[src/rtl/gcd_host_sequencer_if.sv]
// Operand, result and engine-bus signals of the GCD host sequencer.
// The sequencer takes the master view; the operand source, consumer and engine take slave.
interface gcd_host_sequencer_if #(
  parameter int unsigned W = 16
);
  logic         op_valid;
  logic         op_ready;
  logic [W-1:0] op_a;
  logic [W-1:0] op_b;
  logic         res_valid;
  logic         res_ready;
  logic [W-1:0] res_gcd;
  logic         res_err;
  logic         eng_start;
  logic [W-1:0] eng_data;
  logic         eng_clear;
  logic         eng_done;
  logic [W-1:0] eng_result;

  modport master (
    input  op_valid, op_a, op_b, res_ready, eng_done, eng_result,
    output op_ready, res_valid, res_gcd, res_err, eng_start, eng_data, eng_clear
  );

  modport slave (
    output op_valid, op_a, op_b, res_ready, eng_done, eng_result,
    input  op_ready, res_valid, res_gcd, res_err, eng_start, eng_data, eng_clear
  );
endinterface

[src/rtl/gcd_host_sequencer.sv]
// Initiator for the GCD engine: loads A then B on the shared bus, waits for done with a
// timeout, clears the engine and returns the result. Zero operands never reach the engine.
module gcd_host_sequencer #(
  parameter int unsigned W       = 16,
  parameter int unsigned TIMEOUT = 65535,
  parameter int unsigned TW      = 16
) (
  input logic                clk,
  input logic                rst,
  gcd_host_sequencer_if.master bus
);

  typedef enum logic [2:0] {
    StIdle,
    StDoneLocal,
    StLoadA,
    StLoadB,
    StWait,
    StClear,
    StResp
  } state_e;

  localparam logic [TW-1:0] TimeoutLast = TW'(TIMEOUT - 1);
  localparam logic [TW-1:0] CntMax      = {TW{1'b1}};

  state_e        state_q, state_d;
  logic [W-1:0]  a_q, a_d;
  logic [W-1:0]  b_q, b_d;
  logic [TW-1:0] cnt_q, cnt_d;

  logic          op_ready_q, op_ready_d;
  logic          res_valid_q, res_valid_d;
  logic [W-1:0]  res_gcd_q, res_gcd_d;
  logic          res_err_q, res_err_d;
  logic          eng_start_q, eng_start_d;
  logic [W-1:0]  eng_data_q, eng_data_d;
  logic          eng_clear_q, eng_clear_d;

  always_comb begin
    state_d   = state_q;
    a_d       = a_q;
    b_d       = b_q;
    cnt_d     = cnt_q;
    res_gcd_d = res_gcd_q;
    res_err_d = res_err_q;

    unique case (state_q)
      StIdle: begin
        if (bus.op_valid && op_ready_q) begin
          a_d = bus.op_a;
          b_d = bus.op_b;
          if (bus.op_a == '0 || bus.op_b == '0) begin
            state_d = StDoneLocal;
          end else begin
            state_d = StLoadA;
          end
        end
      end
      StDoneLocal: begin
        // Both-zero falls out naturally as b_q == 0.
        res_gcd_d = (a_q == '0) ? b_q : a_q;
        res_err_d = 1'b0;
        state_d   = StResp;
      end
      StLoadA: begin
        state_d = StLoadB;
      end
      StLoadB: begin
        cnt_d   = '0;
        state_d = StWait;
      end
      StWait: begin
        if (cnt_q != CntMax) begin
          cnt_d = cnt_q + TW'(1);
        end
        // Done takes priority over a timeout landing in the same cycle.
        if (bus.eng_done) begin
          res_gcd_d = bus.eng_result;
          res_err_d = 1'b0;
          state_d   = StClear;
        end else if (cnt_q == TimeoutLast) begin
          res_gcd_d = '0;
          res_err_d = 1'b1;
          state_d   = StClear;
        end
      end
      StClear: begin
        state_d = StResp;
      end
      StResp: begin
        if (res_valid_q && bus.res_ready) begin
          state_d = StIdle;
        end
      end
      default: begin
        state_d = StIdle;
      end
    endcase
  end

  // Outputs are decoded from the next state so each registered value lines up with its state.
  always_comb begin
    op_ready_d  = (state_d == StIdle);
    res_valid_d = (state_d == StResp);
    eng_start_d = (state_d == StLoadA);
    eng_clear_d = (state_d == StClear);
    if (state_d == StLoadA) begin
      eng_data_d = a_d;
    end else if (state_d == StLoadB) begin
      eng_data_d = b_d;
    end else begin
      eng_data_d = '0;
    end
  end

  always_ff @(posedge clk or posedge rst) begin
    if (rst) begin
      state_q     <= StIdle;
      a_q         <= '0;
      b_q         <= '0;
      cnt_q       <= '0;
      op_ready_q  <= 1'b0;
      res_valid_q <= 1'b0;
      res_gcd_q   <= '0;
      res_err_q   <= 1'b0;
      eng_start_q <= 1'b0;
      eng_data_q  <= '0;
      eng_clear_q <= 1'b0;
    end else begin
      state_q     <= state_d;
      a_q         <= a_d;
      b_q         <= b_d;
      cnt_q       <= cnt_d;
      op_ready_q  <= op_ready_d;
      res_valid_q <= res_valid_d;
      res_gcd_q   <= res_gcd_d;
      res_err_q   <= res_err_d;
      eng_start_q <= eng_start_d;
      eng_data_q  <= eng_data_d;
      eng_clear_q <= eng_clear_d;
    end
  end

  assign bus.op_ready  = op_ready_q;
  assign bus.res_valid = res_valid_q;
  assign bus.res_gcd   = res_gcd_q;
  assign bus.res_err   = res_err_q;
  assign bus.eng_start = eng_start_q;
  assign bus.eng_data  = eng_data_q;
  assign bus.eng_clear = eng_clear_q;

endmodule

[src/flat_wrapper.sv]
// flat-port wrapper written by rule: the top's interface ports become plain ports
module gcd_host_sequencer_flat 
#(
  parameter int unsigned W       = 16,
  parameter int unsigned TIMEOUT = 65535,
  parameter int unsigned TW      = 16
)
  (clk, rst, bus_op_valid, bus_op_a, bus_op_b, bus_res_ready, bus_eng_done, bus_eng_result, bus_op_ready, bus_res_valid, bus_res_gcd, bus_res_err, bus_eng_start, bus_eng_data, bus_eng_clear);
  gcd_host_sequencer_if #(.W(W)) bus_i ();
  input logic clk;
  input logic rst;
  input wire logic [$bits(bus_i.op_valid)-1:0] bus_op_valid;
  input wire logic [$bits(bus_i.op_a)-1:0] bus_op_a;
  input wire logic [$bits(bus_i.op_b)-1:0] bus_op_b;
  input wire logic [$bits(bus_i.res_ready)-1:0] bus_res_ready;
  input wire logic [$bits(bus_i.eng_done)-1:0] bus_eng_done;
  input wire logic [$bits(bus_i.eng_result)-1:0] bus_eng_result;
  output wire logic [$bits(bus_i.op_ready)-1:0] bus_op_ready;
  output wire logic [$bits(bus_i.res_valid)-1:0] bus_res_valid;
  output wire logic [$bits(bus_i.res_gcd)-1:0] bus_res_gcd;
  output wire logic [$bits(bus_i.res_err)-1:0] bus_res_err;
  output wire logic [$bits(bus_i.eng_start)-1:0] bus_eng_start;
  output wire logic [$bits(bus_i.eng_data)-1:0] bus_eng_data;
  output wire logic [$bits(bus_i.eng_clear)-1:0] bus_eng_clear;
  assign bus_i.op_valid = bus_op_valid;
  assign bus_i.op_a = bus_op_a;
  assign bus_i.op_b = bus_op_b;
  assign bus_i.res_ready = bus_res_ready;
  assign bus_i.eng_done = bus_eng_done;
  assign bus_i.eng_result = bus_eng_result;
  assign bus_op_ready = bus_i.op_ready;
  assign bus_res_valid = bus_i.res_valid;
  assign bus_res_gcd = bus_i.res_gcd;
  assign bus_res_err = bus_i.res_err;
  assign bus_eng_start = bus_i.eng_start;
  assign bus_eng_data = bus_i.eng_data;
  assign bus_eng_clear = bus_i.eng_clear;
  gcd_host_sequencer #(.W(W), .TIMEOUT(TIMEOUT), .TW(TW)) u_core (.clk(clk), .rst(rst), .bus(bus_i));
endmodule
[config.mk]
export PLATFORM = sky130hd
export DESIGN_NAME = gcd_host_sequencer_flat
export DESIGN_NICKNAME = d
export VERILOG_FILES = /design/src/rtl/gcd_host_sequencer_if.sv /design/src/rtl/gcd_host_sequencer.sv /design/src/flat_wrapper.sv
export SDC_FILE = /design/constraint.sdc
export NUM_CORES = 1
export LEC_CHECK = 0
export BUFFER_PORTS_ARGS = -buffer_cell sky130_fd_sc_hd__buf_2
export CORE_ASPECT_RATIO = 1.5
export CORE_MARGIN = 4
export CORE_UTILIZATION = 55
export DETAILED_ROUTE_END_ITERATION = 12
export PLACE_DENSITY = 0.85
export RECOVER_POWER = 50
export REMOVE_ABC_BUFFERS = 1
export SYNTH_ARGS = -nofsm -noshare
export SYNTH_HDL_FRONTEND = slang
export SYNTH_SLANG_ARGS = --single-unit
[constraint.sdc]
create_clock -name clk -period 2.85 [get_ports clk]
set_input_delay 0.1425 -clock clk [delete_from_list [all_inputs] [get_ports clk]]
set_output_delay 0.1425 -clock clk [all_outputs]
set_load 0.005 [all_outputs]
# Word level (Yosys, flattened, before mapping)

Index checks and enable logic that the tools add are counted.

Reduce and logical (&&, ||, !) cells: 13
Equality and inequality tests: 14
Muxes and demuxes: 21
Add/sub/neg operators: 1

Operator list:

| cell                                                             | count |
|---|---|
| 16-bit two-way mux                                               | 10 |
| 16-bit one-hot mux with 2 select lines                           | 2 |
| 16-bit zero test                                                 | 3 |
| 3-bit one-hot mux with 6 select lines                            | 1 |
| 16-bit by 1-bit adder with 16-bit output (second input constant) | 1 |
| 16-bit == test (second input constant)                           | 1 |
| 16-bit != test (second input constant)                           | 1 |
| 3-bit == test (second input constant)                            | 5 |
| 3-bit by 2-bit == test with 1-bit output (second input constant) | 4 |
| 3-bit two-way mux                                                | 4 |
| 3-bit zero test                                                  | 2 |
| 2-bit AND reduction                                              | 2 |
| 2-bit nonzero test                                               | 2 |
| 3-bit by 1-bit == test with 1-bit output (second input constant) | 1 |
| 3-bit by 2-bit != test with 1-bit output (second input constant) | 1 |
| 1-bit logical AND                                                | 2 |
| 1-bit two-way mux                                                | 2 |
| 2-bit two-way mux                                                | 1 |
| 2-bit by 1-bit != test with 1-bit output (second input constant) | 1 |
| 1-bit one-hot mux with 2 select lines                            | 1 |
| 2-bit OR reduction                                               | 1 |
| 1-bit logical OR                                                 | 1 |

Word-level logic and storage cells: 60
Bits in registers: 88
Bits of input ports: 53
Output and inout bits: 37

# Logic depth before layout (Yosys ltp)

Depth after elaboration: 8
Mapped depth: 7
Gate-level depth less buffers: 5

# Worst setup path before layout

OpenSTA, ideal clock, no wires.

Path kind: register to register
Start: reg u_core.state_q[0]
End: reg u_core.res_gcd_q[10] (netlist: u_core.bus.res_gcd[10])
Cell stages (with the launch flop): 8
Path slack: 0.994 ns
Data required time: 2.725 ns
Library setup time: 0.125 ns
Path buffers: 3
Clock period less this slack: 1.856 ns
Data arrival time: 1.731 ns
Cell sequence: dfrtp_1 > buf_2 > nor3b_1 > buf_2 > buf_2 > mux2i_1 > o21ai_0 > mux2_4

Cells in the longest elaborated chain, start to end: 3
Elaborated cells on any way between the ends: 6
Classes of those cells: eq/ne (3); mux (1); reduce/logical (2)

RTL lines:

| what                                                                                            | line                      | RTL |
|---|---|---|
| start, declared                                                                                 | gcd_host_sequencer.sv:26  | `state_e state_q, state_d;` |
| start signal, assigned                                                                          | gcd_host_sequencer.sv:118 | `state_q <= StIdle;` |
| start signal, assigned                                                                          | gcd_host_sequencer.sv:130 | `state_q <= state_d;` |
| 3-bit == test / 3-bit by 1-bit == test with 1-bit output (equally long branches)                | gcd_host_sequencer.sv:47  | `unique case (state_q)` |
| 3-bit by 2-bit != test with 1-bit output (no line) / 2-bit nonzero test (equally long branches) | --                        |  |
| 2-bit AND reduction (no line)                                                                   | --                        |  |
| end signal, assigned                                                                            | gcd_host_sequencer.sv:136 | `res_gcd_q <= res_gcd_d;` |
| end, declared                                                                                   | gcd_host_sequencer.sv:33  | `logic [W-1:0] res_gcd_q, res_gcd_d;` |

Several ways; a longest one is shown, not always the timed one.
A chain may end at the register's enable or synchronous reset.

# Worst setup path in the final report

Start: reg u_core.a_q[5]
End: reg u_core.res_gcd_q[15] (netlist: u_core.bus.res_gcd[15])

Cells in the longest elaborated chain, start to end: 3

RTL lines:

| what                                   | line                      | RTL |
|---|---|---|
| start, declared                        | gcd_host_sequencer.sv:27  | `logic [W-1:0] a_q, a_d;` |
| start signal, assigned                 | gcd_host_sequencer.sv:119 | `a_q <= '0;` |
| start signal, assigned                 | gcd_host_sequencer.sv:131 | `a_q <= a_d;` |
| 16-bit zero test                       | gcd_host_sequencer.sv:61  | `res_gcd_d = (a_q == '0) ? b_q : a_q;` |
| 16-bit two-way mux                     | gcd_host_sequencer.sv:61  |  |
| 16-bit one-hot mux with 2 select lines | gcd_host_sequencer.sv:47  |  |

Every way passes these cells.

==> summary.md <==
| Metric | Value |
|---|---|
| Flop-to-flop setup slack | roughly 0.50 ns |
| Number of remaining DRC errors | 0 |
| Core footprint | around 7700 um2 |
| Setup Fix Bufs, Post-CTS | 0 |
| # resized after CTS | 0 |
| Average wire per standard cell | 20.2 um |
| Starting density of the core | around 56% |
| H-tree levels | 3 |
| Final setup violation count | 0 |
| Port buffer count | 89 |
| Synth Area in XOR/XNOR | 0% |
| Crit path max fanout | 16 |
| Via count | 3432 |
| Clock transition at path regs | 0.06 ns |
| Hold Startpoint | bus_op_b[6] |
| Area growth syn-to-layout | 20.2% |
| Commonest non-fill, non-tap cell in the layout | dfrtp_1 |
| RR Endpoint | u_core.bus.res_gcd[15]$_DFFE_PP0P_ |
| Slew margin rel. | -54.5% |
| Peak supply drop | 0.736 mV |
| Crit-path max cell delay | 0.68 ns |
| Die ar. | between 9000 and 10000 um2 |
| Num Clock Sinks | 88 |
| Fin crit period | about 2.3 ns |
| Hold slack final | 0.0463 ns |
| Total grt overflow | 0 |
| First-pass GRT wire length | between 15 and 20 mm |
| Worst-Margin Slew | 2.32 ns |
| Synth Area in Adders | 0.579% |
| Clock skew | 0.00555 ns |
| Violated checks | capacitance limit, slew limit |
| Leading area contributor after synthesis | dfrtp_1 |
| Die width | 80.4 um |
| GRT Total Usage | between 20% and 30% |
| Router iterations before antenna repair | 5 |
| Max clock buf depth | 2 |
| Max Cap Violations | 1 |
| #FFs+latches synth | 88 |
| R2r startpoint | u_core.a_q[5]$_DFF_PP0_ |
| Via/cell ratio | 6.11 |
| EDFF count, synth | 0 |
| Routed Antenna Nets | 0 |
| Area taken by multi-input logic gates | 2000 um2 |
| Row count | 39 |
| Final Hold Viols | 0 |
| Period utilisation layout | 82.4% |
| # IOs | 90 |
| Hold Path End | u_core.b_q[6]$_DFF_PP0_ |
| Post-synth ARST share | 100% |
| Synth Area in Compound Gates | 11.3% |
| Avg Cell Area, Syn | approximately 12 um2 |
| Max Transition Viols Final | 63 |
| Hold Buf Count CTS | 0 |
| Vert. Die Dim | 117 um |
| Simple-gate share of the synthesized area | 15.3% |
| Post-synthesis sequential area ratio | around half |
| Initial antenna violation count | 0 |
| CP Cell Sequence | nor4_1, nand4_1, o21ai_0, mux2_2 |
| Clk root buf | clkbuf_16 |
| Hold crit path type | in -> reg |
| Post-Syn Area | 4320 um2 |
| Status | finished with violations |
| CP Capture Type | register |
| GPL Wtd Cong | 0.818 |
| Synthesis Warnings | 0 |
| Total power | 0.00530 W |
| Register area | 2200 um2 |
| Dpl hpwl | 7.89 mm |
| Crit path DAT | 2.63 ns |
| Layout cells sized above 1 | ~34% |
| Setup CP Type | reg -> reg |
| Mapped Cells | roughly 370 |
| Startpoint class of the critical path | register |
| Largest net degree at the start of global routing | 63 |
| Starting DRT DRC Count | about 170 |
| Critical Path Slowest Stage Cell | nand4_1 |
| Yosys top cell area share | between 50% and 60% |
| Leak pwr | 2.41 nW |
| Hold Path Stages | 2 |
| Cell Pwr Density | 1020 nW/um2 |
| Main synth FF type | dfrtp_1 |
| FF-to-FF path depth | 4 |
| Multiplexer share of the synthesized area | approximately a fifth |
| Vias in the first global route | 3593 |
| Worst skew pair latency | 0.34 ns |
| Max Clk Rate | approximately 430 MHz |
| Antenna cells | 0 |
| Area contributors post-synth | dfrtp_1 (51%), mux2_2 (10%), mux2i_1 (5.1%), a22o_1 (3.2%), mux2_4 (3.1%) |
| CTS tree | done |
| Fillers | 587 |
| Final net count | 511 |
| Critical Path RT | 3.13 ns |
| Routed WL | around 11 mm |
| CTS Buf Count | 9 |
| Cell variety after synth | 51 |
| Final core occ | 67.8% |
| Most frequent cells in the layout | dfrtp_1 (88), buf_2 (76), mux2_2 (40) |
| RSZ-0062 raised after global routing | false |
| Largest family of logic cells by synthesized area | multiplexers |
[power by group]
part           internal, W  switching, W
clock network     0.000875      0.000481
registers          0.00173      0.000411
logic             0.000931      0.000872
total              0.00354       0.00176
[sequential cells by signal, summed over array words and instances (netlist names)]
signal and count:
u_core.bus.eng_start 1, u_core.bus.op_ready 1, u_core.b_q 16, u_core.bus.eng_clear 1
u_core.bus.eng_data 16, u_core.state_q 3, u_core.bus.res_err 1, u_core.a_q 16
u_core.bus.res_valid 1, u_core.bus.res_gcd 16, u_core.cnt_q 16
[logic make-up after synthesis]
family                   count (synthesis)
AO/OA/AOI/OAI                           66
adder cells (fa/ha/maj)                  2
buffers and inverters                   29
flip-flops                              88
multiplexers                            71
AND/OR/NAND/NOR                        112
[worst max-delay path: cells and delay by family (launching register included)]
kind / cells / cell delay, ns
and+or+nand+nor: 2 / 1.19
AOI/OAI and AO/OA: 1 / 0.46
DFF: 1 / 0.41
muxes: 1 / 0.22
[cell usage after synthesis, drive strengths merged (4+ instances only)]
| library cell | n |
|---|---|
| a21oi | 10 |
| mux2i | 22 |
| a22o | 16 |
| nor2 | 4 |
| buf | 15 |
| nand3 | 8 |
| o21ai | 20 |
| mux2 | 49 |
| inv | 7 |
| nor4 | 15 |
| and2 | 18 |
| nand2b | 4 |
| clkbuf | 7 |
| a31oi | 4 |
| dfrtp | 88 |
| nand4 | 9 |
| nor3 | 6 |
| nand2 | 30 |
[metal layers]
layer  track usage [%]  wire (um)  share of wire, %
met4              12.6        325               2.9
met3              5.40        625               5.5
met5                 0          0                 0
met2              45.0       6150                54
met1              28.8       4250                37
[metrics by stage]
stage | setup slack, ns | cells | cell area (um2) | setup TNS (ns)
floorplan | -1.29 | 346 | 4210 | -38.47
global placement | 0.721 | 547 | 4870 | 0
detailed placement | 0.619 | 547 | 4870 | 0
CTS | 0.490 | 562 | 5220 | 0
global route | 0.320 | 562 | 5190 | 0
finish | 0.501 | 562 | 5190 | 0
[worst max-delay path by stage]
stage                                            from                                 end  slack, ns  cells after the start
after floorplan           u_core.state_q[0]$_DFF_PP0_  u_core.bus.res_gcd[10]$_DFFE_PP0P_      -1.29                      3
after global placement       u_core.a_q[14]$_DFF_PP0_   u_core.bus.res_gcd[7]$_DFFE_PP0P_       0.72                      4
after detailed placement     u_core.a_q[14]$_DFF_PP0_  u_core.bus.res_gcd[12]$_DFFE_PP0P_       0.62                      4
after CTS                    u_core.a_q[14]$_DFF_PP0_  u_core.bus.res_gcd[15]$_DFFE_PP0P_       0.49                      4
after global routing          u_core.a_q[5]$_DFF_PP0_  u_core.bus.res_gcd[15]$_DFFE_PP0P_       0.32                      4
final                         u_core.a_q[5]$_DFF_PP0_  u_core.bus.res_gcd[15]$_DFFE_PP0P_       0.50                      4
[cell type report]
type	instances	area share, %
inverter	7	0.506
clock buffer	10	4.60
timing repair buffer	99	9.59
tap	102	2.46
sequential	88	42.4
clock inverter	5	2.02
multi-input combinational	251	38.4
No activity file was read; power rests on OpenSTA's default activity.
